**src/rtl/nco_pkg.sv**
```systemverilog
// Shared definitions for the NCO frequency-sweep controller: default widths,
// full-scale tuning-word constant and the sweep state encoding.
package nco_pkg;

   localparam int FW_DEF = 28;
   localparam int DW_DEF = 16;

   // Tuning word that corresponds to the NCO sample rate (one full phase turn per clock).
   localparam int unsigned NCO_FULL_SCALE = 2**28;

   typedef enum logic [2:0] {
      ST_IDLE  = 3'd0,
      ST_LOAD  = 3'd1,
      ST_DWELL = 3'd2,
      ST_STEP  = 3'd3,
      ST_DONE  = 3'd4
   } nco_state_t;

endpackage

```
**src/rtl/nco_dwell_cnt.sv**
```systemverilog
// Dwell counter: loaded with the hold length minus one, counts down while
// enabled and flags expiry on the last cycle of the hold.
module nco_dwell_cnt
   import nco_pkg::*;
#(
   parameter int DW = DW_DEF
) (
   input  logic          clk,
   input  logic          rst,
   input  logic          load,
   input  logic [DW-1:0] load_val,
   input  logic          en,
   output logic          expire
);

   logic [DW-1:0] cnt;

   // Remaining hold cycles for the current frequency point.
   always_ff @(posedge clk) begin
      if (rst) begin
         cnt <= '0;
      end else if (load) begin
         cnt <= load_val;
      end else if (en && (cnt != '0)) begin
         cnt <= cnt - 1'b1;
      end
   end

   assign expire = en && (cnt == '0);

endmodule

```
**src/rtl/nco_sweep_ctrl.sv**
```systemverilog
// NCO frequency-sweep controller. Accepts a sweep descriptor, steps the
// tuning word from start towards stop (clamped at stop), holding each point
// for dwell+1 cycles, with optional looping and abort.
// Optional feature: define NCO_SWEEP_PHASE_CLR_EN to emit a phase_clr pulse
// alongside the freq_upd of every sweep start (including loop restarts);
// otherwise phase_clr is tied low.
module nco_sweep_ctrl
   import nco_pkg::*;
#(
   parameter int FW = FW_DEF,
   parameter int DW = DW_DEF
) (
   input  logic          clk,
   input  logic          rst,
   input  logic          cfg_valid,
   output logic          cfg_ready,
   input  logic [FW-1:0] cfg_start,
   input  logic [FW-1:0] cfg_stop,
   input  logic [FW-1:0] cfg_step,
   input  logic [DW-1:0] cfg_dwell,
   input  logic          cfg_loop,
   input  logic          abort,
   output logic [FW-1:0] freq,
   output logic          freq_upd,
   output logic          phase_clr,
   output logic          busy,
   output logic          done
);

   nco_state_t    state;
   nco_state_t    state_nxt;

   logic [FW-1:0] start_r;
   logic [FW-1:0] stop_r;
   logic [FW-1:0] step_r;
   logic [DW-1:0] dwell_r;
   logic          loop_r;
   logic          degen_r;

   logic [FW-1:0] freq_nxt;
   logic          upd_nxt;
   logic          cnt_load;
   logic          accept;
   logic          expire;
`ifdef NCO_SWEEP_PHASE_CLR_EN
   logic          load_pt;
`endif

   // Next point: the sum is formed one bit wider so a wrap past full scale
   // is seen as overshoot and clamped to the stop word like any other.
   function automatic logic [FW-1:0] clamp_next(input logic [FW-1:0] cur,
                                                input logic [FW-1:0] stp,
                                                input logic [FW-1:0] lim);
      logic [FW:0] sum;
      sum = {1'b0, cur} + {1'b0, stp};
      if (sum[FW] || (sum[FW-1:0] >= lim)) begin
         clamp_next = lim;
      end else begin
         clamp_next = sum[FW-1:0];
      end
   endfunction

   // Descriptor is only taken while idle; this is a pure function of state.
   assign cfg_ready = (state == ST_IDLE);

   nco_dwell_cnt #(
      .DW(DW)
   ) u_dwell (
      .clk      (clk),
      .rst      (rst),
      .load     (cnt_load),
      .load_val (dwell_r),
      .en       (state == ST_DWELL),
      .expire   (expire)
   );

   // Sweep sequencing: next state, next tuning word and update strobes.
   always_comb begin
      state_nxt = state;
      freq_nxt  = freq;
      upd_nxt   = 1'b0;
      cnt_load  = 1'b0;
      accept    = 1'b0;
`ifdef NCO_SWEEP_PHASE_CLR_EN
      load_pt   = 1'b0;
`endif
      if (abort) begin
         // Abort wins over everything but reset, including a pending handshake.
         state_nxt = ST_IDLE;
      end else begin
         case (state)
            ST_IDLE: begin
               if (cfg_valid) begin
                  accept    = 1'b1;
                  state_nxt = ST_LOAD;
               end
            end
            ST_LOAD: begin
               freq_nxt  = start_r;
               upd_nxt   = 1'b1;
               cnt_load  = 1'b1;
`ifdef NCO_SWEEP_PHASE_CLR_EN
               load_pt   = 1'b1;
`endif
               state_nxt = ST_DWELL;
            end
            ST_DWELL: begin
               if (expire) begin
                  state_nxt = ST_STEP;
               end
            end
            ST_STEP: begin
               // Degenerate descriptors never advance past the start point.
               if (degen_r || (freq == stop_r)) begin
                  state_nxt = loop_r ? ST_LOAD : ST_DONE;
               end else begin
                  freq_nxt  = clamp_next(freq, step_r, stop_r);
                  upd_nxt   = 1'b1;
                  cnt_load  = 1'b1;
                  state_nxt = ST_DWELL;
               end
            end
            ST_DONE: begin
               state_nxt = ST_IDLE;
            end
            default: begin
               state_nxt = ST_IDLE;
            end
         endcase
      end
   end

   // State register.
   always_ff @(posedge clk) begin
      if (rst) begin
         state <= ST_IDLE;
      end else begin
         state <= state_nxt;
      end
   end

   // Descriptor latch; reset discards any sweep in flight.
   always_ff @(posedge clk) begin
      if (rst) begin
         start_r <= '0;
         stop_r  <= '0;
         step_r  <= '0;
         dwell_r <= '0;
         loop_r  <= 1'b0;
         degen_r <= 1'b0;
      end else if (accept) begin
         start_r <= cfg_start;
         stop_r  <= cfg_stop;
         step_r  <= cfg_step;
         dwell_r <= cfg_dwell;
         loop_r  <= cfg_loop;
         degen_r <= (cfg_step == '0) || (cfg_start >= cfg_stop);
      end
   end

   // Registered outputs, aligned with the state they describe.
   always_ff @(posedge clk) begin
      if (rst) begin
         freq     <= '0;
         freq_upd <= 1'b0;
         busy     <= 1'b0;
         done     <= 1'b0;
      end else begin
         freq     <= freq_nxt;
         freq_upd <= upd_nxt;
         busy     <= (state_nxt != ST_IDLE);
         done     <= (state_nxt == ST_DONE);
      end
   end

`ifdef NCO_SWEEP_PHASE_CLR_EN
   // Accumulator clear accompanies the start-point update of every sweep pass.
   always_ff @(posedge clk) begin
      if (rst) begin
         phase_clr <= 1'b0;
      end else begin
         phase_clr <= load_pt;
      end
   end
`else
   assign phase_clr = 1'b0;
`endif

endmodule

```
**config.mk**
```make
export PLATFORM = sky130hd
export DESIGN_NAME = nco_sweep_ctrl
export DESIGN_NICKNAME = d
export VERILOG_FILES = /design/src/rtl/nco_pkg.sv /design/src/rtl/nco_dwell_cnt.sv /design/src/rtl/nco_sweep_ctrl.sv
export SDC_FILE = /design/constraint.sdc
export NUM_CORES = 1
export LEC_CHECK = 0
export BUFFER_PORTS_ARGS = -buffer_cell sky130_fd_sc_hd__buf_2
export CAP_MARGIN = 20
export CORE_MARGIN = 2
export CORE_UTILIZATION = 52
export CTS_CLUSTER_SIZE = 30
export DETAILED_ROUTE_END_ITERATION = 10
export GPL_TIMING_DRIVEN = 0
export PLACE_DENSITY = 0.74
export SLEW_MARGIN = 20
export SYNTH_ARGS = -nofsm -noshare
export SYNTH_HDL_FRONTEND = slang
export SYNTH_SLANG_ARGS = --single-unit
```
**constraint.sdc**
```tcl
create_clock -name clk -period 4.3 [get_ports clk]
set_input_delay 0 -clock clk [delete_from_list [all_inputs] [get_ports clk]]
set_output_delay 0 -clock clk [all_outputs]
set_load 0.005 [all_outputs]
```
== After elaboration in Yosys (flattened, before gate mapping) ==
Index checks and enable logic that the tools add are counted.
Cells by class
  add/sub/neg operators: 2
  order comparisons: 2
  mux-type cells: 17
  reduce and logical (&&, ||, !) cells: 13
  bitwise logic cells: 1
  equal/unequal tests: 6
Operator list (number)
  28-bit greater-or-equal comparator: 2
  28-bit two-way mux: 2
  28-bit case mux with 2 select lines: 1
  16-bit two-way mux: 2
  28-bit by 28-bit adder with 29-bit output: 1
  28-bit equality test: 1
  28-bit zero test: 1
  16-bit zero test: 1
  16-bit nonzero test: 1
  16-bit by 1-bit subtractor with 16-bit output, second input constant: 1
  3-bit two-way mux: 5
  3-bit case mux with 4 select lines: 1
  3-bit by 2-bit equality test with 1-bit output, second input constant: 2
  1-bit two-way mux: 5
  2-bit nonzero test: 2
  3-bit by 1-bit equality test with 1-bit output, second input constant: 1
  3-bit equality test, second input constant: 1
  3-bit zero test: 1
  1-bit logical OR: 3
  3-bit AND reduction: 1
  3-bit nonzero test: 1
  1-bit logical AND: 2
  2-bit != test, second input constant: 1
  1-bit case mux with 2 select lines: 1
  1-bit NOT: 1
Storage, ports and cells
  register bits after elaboration: 152
  logic and storage cells: 53
  output and inout port bits: 33
  input bits: 105

== Logic depth before layout (Yosys ltp) ==
  depth in word-level cells: 6
  depth in mapped cells: 20
  gate-level depth less buffers: 19

== Modules after synthesis ==
A second synthesis with hierarchy kept.
Second synthesis, totals
  cell total of the unflattened synthesis: 1170
  area total of the unflattened synthesis: 9197.6 µm²
By module, submodules not included
  nco_sweep_ctrl: cells an instance 1053, seq. area each 2722.6 µm², area each 8231.6 µm², times used 1
  nco_dwell_cnt: cells an instance 117, seq. area each 320.3 µm², area each 965.9 µm², times used 1

== Worst setup path after synthesis ==
No wires, ideal clock.
  kind: register to register
  start point: register freq[0]
  end point: register freq[13]
  clock period less this slack: 4.765 ns
  slack: -0.465 ns
  required time: 4.172 ns
  stages on the path, launching flop included: 20
  data arrival time: 4.637 ns
  path buffers: 1
  library setup time: 0.128 ns
  path through: dfxtp_1 > ha_1 > fa_1 > a211oi_1 > o21ai_1 > a2111oi_0 > o21bai_1 > a311o_1 > a21oi_1 > xor2_1 > inv_1 > ha_1 > nand4_1 > or4_1 > a311oi_1 > nor2_1 > nand2_2 > buf_2 > mux2i_1 > o21ai_1
Between the ends
  longest elaborated chain between the ends: 6
  elaborated cells on any way between the ends: 10
  those cells by class: add/sub (1); order compare (1); eq/ne (2); mux (3); reduce/logical (3)
RTL lines
  start: declaration: line nco_sweep_ctrl.sv:23  | output logic [FW-1:0] freq,
  start signal: assignment: line nco_sweep_ctrl.sv:169  | freq <= freq_nxt;
  28-bit by 28-bit adder with 29-bit output: line nco_sweep_ctrl.sv:55  | sum = {1'b0, cur} + {1'b0, stp};
  28-bit greater-or-equal comparator: line nco_sweep_ctrl.sv:56  | if (sum[FW] || (sum[FW-1:0] >= lim)) begin
  1-bit logical OR: line nco_sweep_ctrl.sv:56
  28-bit two-way mux: line nco_sweep_ctrl.sv:56
  28-bit two-way mux: line nco_sweep_ctrl.sv:114  | if (degen_r || (freq == stop_r)) begin
  28-bit case mux with 2 select lines: line nco_sweep_ctrl.sv:91  | case (state)
Several ways; a longest one is shown, not always the timed one. The select of a mux whose other input is x is not followed.
A chain may end at the register's enable or synchronous reset.

== Worst setup path after layout ==
  start point: register freq[0]
  end point: register freq[16]
The elaborated chain is that of the path after synthesis.

==> results.md <==
Floorplanning:
- The placement row count is 48.
- The horizontal die dimension is around 140 um.
- In this run the standard cell core region covers 0.0172 mm2.
- The total die area is 0.0187 mm2.
- The starting density of the core is 53.1%.
- For this design the top-level I/O count stands at 138.
- From bottom edge to top edge, the die measures 137 um.

GRT:
- In the global route stage, met3 resource usage came out at 5.78%.
- In this run the most used layer during global routing was met2.
- The maximum number of pins on one net before global-route repair is 17.
- The first global-routing pass estimated about 47 mm of wire.
- The met2 layer usage reported by global route is 54.8%.
- The total overflow left after global routing is 0.
- The number of antenna violations at the first check in global routing is 0.
- The overall track demand over capacity in global routing is 33.2%.
- The number of global-route vias before repair is a little over 9000.
- The met1 usage in global routing is 43.6%.

Yosys:
- The portion of the post-synthesis area used by sequential elements is 33.3%.
- By area, the combinational part of the netlist is dominated by compound AO/OA/AOI/OAI gates.
- The count of cell types in the netlist is 63.
- The synthesized netlist devotes a little under an eighth of its cell area to adder and majority cells.
- The proportion of synthesized flip-flops having asynchronous set or reset is 0%.
- The most used flip-flop cell after synthesis is dfxtp_1.
- The number of nets in the synthesized netlist is 1379.
- During synthesis, Yosys emitted a total of 0 warnings.
- The synthesized netlist devotes around 22% of its cell area to compound gates.
- After synthesis the cells add up to 0.00915 mm2.
- The count of flip-flops with a built-in enable after synthesis is 0.
- The cell count after synthesis is 1188.
- The xor-xnor portion of the synthesized cell area is 4.98%.
- The synthesized design contains 152 register bits.
- The average cell area after synthesis is 7.70 um2.
- Summing the areas of all and, or, nand and nor instances in the mapped netlist gives a little over 20% of the synthesized area.
- Multiplexer cells account for ~2.5% of the synthesized area.

Clock tree:
- The number of clock buffers inserted by TritonCTS is 17.
- The buffer type at the clock tree root is clkbuf_16.
- The maximum root-to-sink buffer count is 2.
- The clock net in this run drives a total of roughly 150 sinks.
- After clock tree synthesis, the clock-pin slew on the worst setup and hold paths is about 0.060 ns.
- The number of H-tree levels is 4.
- TritonCTS built the clock tree.
- For the worst-skew pair, the clock arrives at the later sink with an insertion delay of 0.44 ns.

Status:
- The final reports fail on setup timing.
- The run finished, with violations left.

Place:
- The global placer's final weighted congestion is ~0.94.
- The worst setup timing slack at the placement stage is -1.24 ns.
- In this run the tool buffered the top-level ports with 135 buffer cells.
- The total half-perimeter wirelength after legalization and detailed placement is 22.5 mm.

Flow run:
- Across the run, the number of max-cap violations was 0.

Drt:
- The total vias in the final route is 9752.
- After detailed routing, the number of remaining DRC violations is 0.
- After detailed routing, the number of vias per cell comes to between 5 and 6.
- Once detail routing completed, the nets flagged for antenna violations numbered 0.
- The number of design-rule violations left by the first detailed-router iteration is 882.
- The length of the first detailed-routing pass in iterations is 5.
- The final routed wire length divided by cell count is roughly 18 um.
- The final wirelength is 31.0 mm.

Final layout:
- The number of antenna diodes in the final layout is 0.
- The area growth from synthesis to layout is 32.7%.
- Of the cells placed in the final design, the portion with a size suffix greater than 1 is between 10% and 20%.
- The final layout contains 1649 nets.

Power and ir drop:
- The peak supply drop is 0.311 mV.
- The power density of the placed cells is 333 mW/mm2.
- For this design the static power due to leakage is between 5 and 6 nW.

Critical path:
- The cell repeated most along the worst path is ha_4.
- The data arrival time of the critical path is 4.90 ns.
- Traced cell by cell, the critical path runs through ha_4 > fa_2 > a211oi_4 > o21ai_2 > a2111oi_4 > o21bai_2 > a311o_1 > a21oi_2 > xor2_1 > inv_1 > ha_4 > nand4_1 > or4_4 > o211ai_1 > nor2_2 > nand2_4 > buf_8 > buf_6 > mux2i_1 > o22ai_1.
- Among all stages on the critical path, the largest delay is contributed by or4_4.
- STA classifies the critical path endpoint as a flip-flop.
- The data required time at the worst endpoint is 4.58 ns.
- The type of the worst setup path is flip-flop to flip-flop.
- The worst setup path is launched from a flip-flop.
- The highest cell delay on the worst timing path is 0.49 ns.
- Along the worst path, the maximum fanout reaches 5.

STA:
- The worst setup slack after layout is -0.319 ns.
- Setup violations remaining at the end of the flow were counted as 28.
- In this run the tightest slew margin relative to its limit is 31.8%.
- The maximum frequency from static timing analysis is 0.217 GHz.
- The transition time at the pin with the least slew margin is 1.01 ns.
- The count of final hold-check violations is 0.
- The largest clock skew in the final design is between 0.01 and 0.015 ns.
- Setup repair after global routing could not meet its margin everywhere.
- The number of max-slew violations in the final report came to 0.
- The setup TNS is -6.87 ns.
- For the finished layout, the period the worst path requires is 4.62 ns.
- In the finished design, the share of the clock period the worst path needs comes to 107%.

Worst hold path:
- The class of the most critical hold timing path is input pin to flip-flop.
[through the flow]
step / util, % / instance area [um2] / hold WS (ns) / std cells / power [mW]
3_5_place_dp: 58.9 / 10200 / 0.250 / 1548 / 2.15
4_1_cts: 70.1 / 12100 / 0.00683 / 1696 / 4.03
6_report: 70.4 / 12100 / 0.0174 / 1696 / 4.04
3_3_place_gp: 58.9 / 10200 / 0.246 / 1548 / 2.14
2_1_floorplan: - / 9200 / 0.136 / 1188 / 1.93
5_1_grt: 70.4 / 12100 / 0.0618 / 1696 / 4.18
[final cells by class]
type / instances / area (um2)
Tap cell: 225 / 282
Fill cell: 1385 / 5100
Inverter: 70 / 263
Buffer: 59 / 255
Sequential cell: 152 / 3050
Timing Repair Buffer: 253 / 1840
Multi-Input combinational cell: 905 / 5770
Clock buffer: 18 / 429
Clock inverter: 14 / 241
[cell usage after synthesis (all sizes together) (2+ instances only)]
library cell / instances / area (um2)
a211oi: 11 / 82.6
nand4: 15 / 93.8
a221o: 3 / 30.0
nand3: 14 / 70.1
a22oi: 22 / 165
ha: 85 / 1060
a222oi: 3 / 30.0
o2111ai: 3 / 26.3
a2111oi: 5 / 43.8
and3: 8 / 50.1
a21o: 20 / 150
a311o: 2 / 20.0
or4: 4 / 30.0
xor2: 21 / 184
xnor2: 31 / 272
nand3b: 5 / 37.5
nand2b: 6 / 37.5
o21ai: 58 / 290
nor2: 63 / 239
dfxtp: 152 / 3040
o22ai: 4 / 25.0
a31o: 2 / 17.5
a21oi: 161 / 806
o21bai: 6 / 45.0
a31oi: 14 / 87.6
clkbuf: 56 / 210
mux2i: 23 / 230
o211ai: 3 / 22.5
inv: 70 / 263
or3: 9 / 56.3
nor3: 15 / 75.1
nand4b: 2 / 32.5
nor4b: 2 / 23.8
a221oi: 4 / 35.0
o21a: 2 / 15.0
nand2: 234 / 881
a22o: 2 / 17.5
nor2b: 7 / 43.8
nor4: 19 / 119
buf: 5 / 32.5
and4: 3 / 26.3
[layout by cell type (no fill, tap or decap), types with 5 or more instances in the layout]
master,synthesis,routed
nand2_1,233,233
a21oi_1,161,158
dfxtp_1,152,148
buf_2,2,135
dlygate4sd3_1,0,102
ha_1,85,83
inv_1,70,70
nor2_1,62,61
clkbuf_1,56,55
o21ai_1,35,35
xnor2_1,31,31
mux2i_1,23,23
o21ai_0,23,22
a22oi_1,22,22
xor2_1,21,21
a21o_1,20,20
nor4_1,19,18
clkbuf_16,0,17
nor3_1,15,15
nand4_1,15,15
nand3_1,14,14
a31oi_1,14,14
buf_4,1,12
or3_1,9,9
a211oi_1,11,9
and3_1,8,8
nor2b_1,7,7
nand2b_1,6,6
bufinv_16,0,6
o21bai_1,6,5
nand3b_1,5,5
buf_6,1,5
[registers in the layout, indices dropped and copies added, names as in the netlist]
| signal | flops |
|---|---|
| done | 1 |
| step_r | 28 |
| stop_r | 28 |
| dwell_r | 16 |
| start_r | 28 |
| loop_r | 1 |
| degen_r | 1 |
| freq | 28 |
| freq_upd | 1 |
| busy | 1 |
| u_dwell.cnt | 16 |
| state | 3 |
[worst max-delay path, delay by kind of cell (launching register included)]
kind | cells | cell delay [ns]
fa+ha+maj | 3 | 0.80
simple gates | 4 | 0.89
buf+inv | 3 | 0.32
mux | 1 | 0.17
flops | 1 | 0.36
compound gates | 8 | 1.73
xor+xnor | 1 | 0.19
[power breakdown]
part	internal [mW]	switching, mW	leakage [nW]
Combinational	0.375	0.425	3.72
Clock	1.09	0.641	0.326
Sequential	1.46	0.0488	1.24
[routing by layer]
metal / up-vias / routed length, um
met5: - / 0
met4: 0 / 830
met3: 57 / 2270
met2: 396 / 14500
met1: 4571 / 13400
li1: 4728 / -
[cells by family after synthesis]
logic type	count (synthesis)
xor+xnor	52
buf+inv	131
compound gates	333
flops	152
simple gates	410
other cells	1
mux	23
fa+ha+maj	86
[worst paths after layout]
| path | from | to | slack (ns) | depth (start not counted) |
|---|---|---|---|---|
| min reg2reg | dwell_r[6] | dwell_r[6] | 0.46 | 2 |
| max | freq[0] | freq[16] | -0.32 | 20 |
| min | rst | freq_upd | 0.02 | 2 |
| max reg2reg | freq[0] | freq[16] | -0.32 | 20 |
[repair_timing]
item | in CTS | in global routing
cloned | 1 | 0
setup endpoints to repair | 28 | 28
hold buffers | 102 | 0
endpoints found under the hold margin | 106 | 0
pin swaps | 15 | 7
buffers inserted | 13 | 4
resized for setup | 26 | 13
Note: power is estimated with default switching activity, not from simulation.
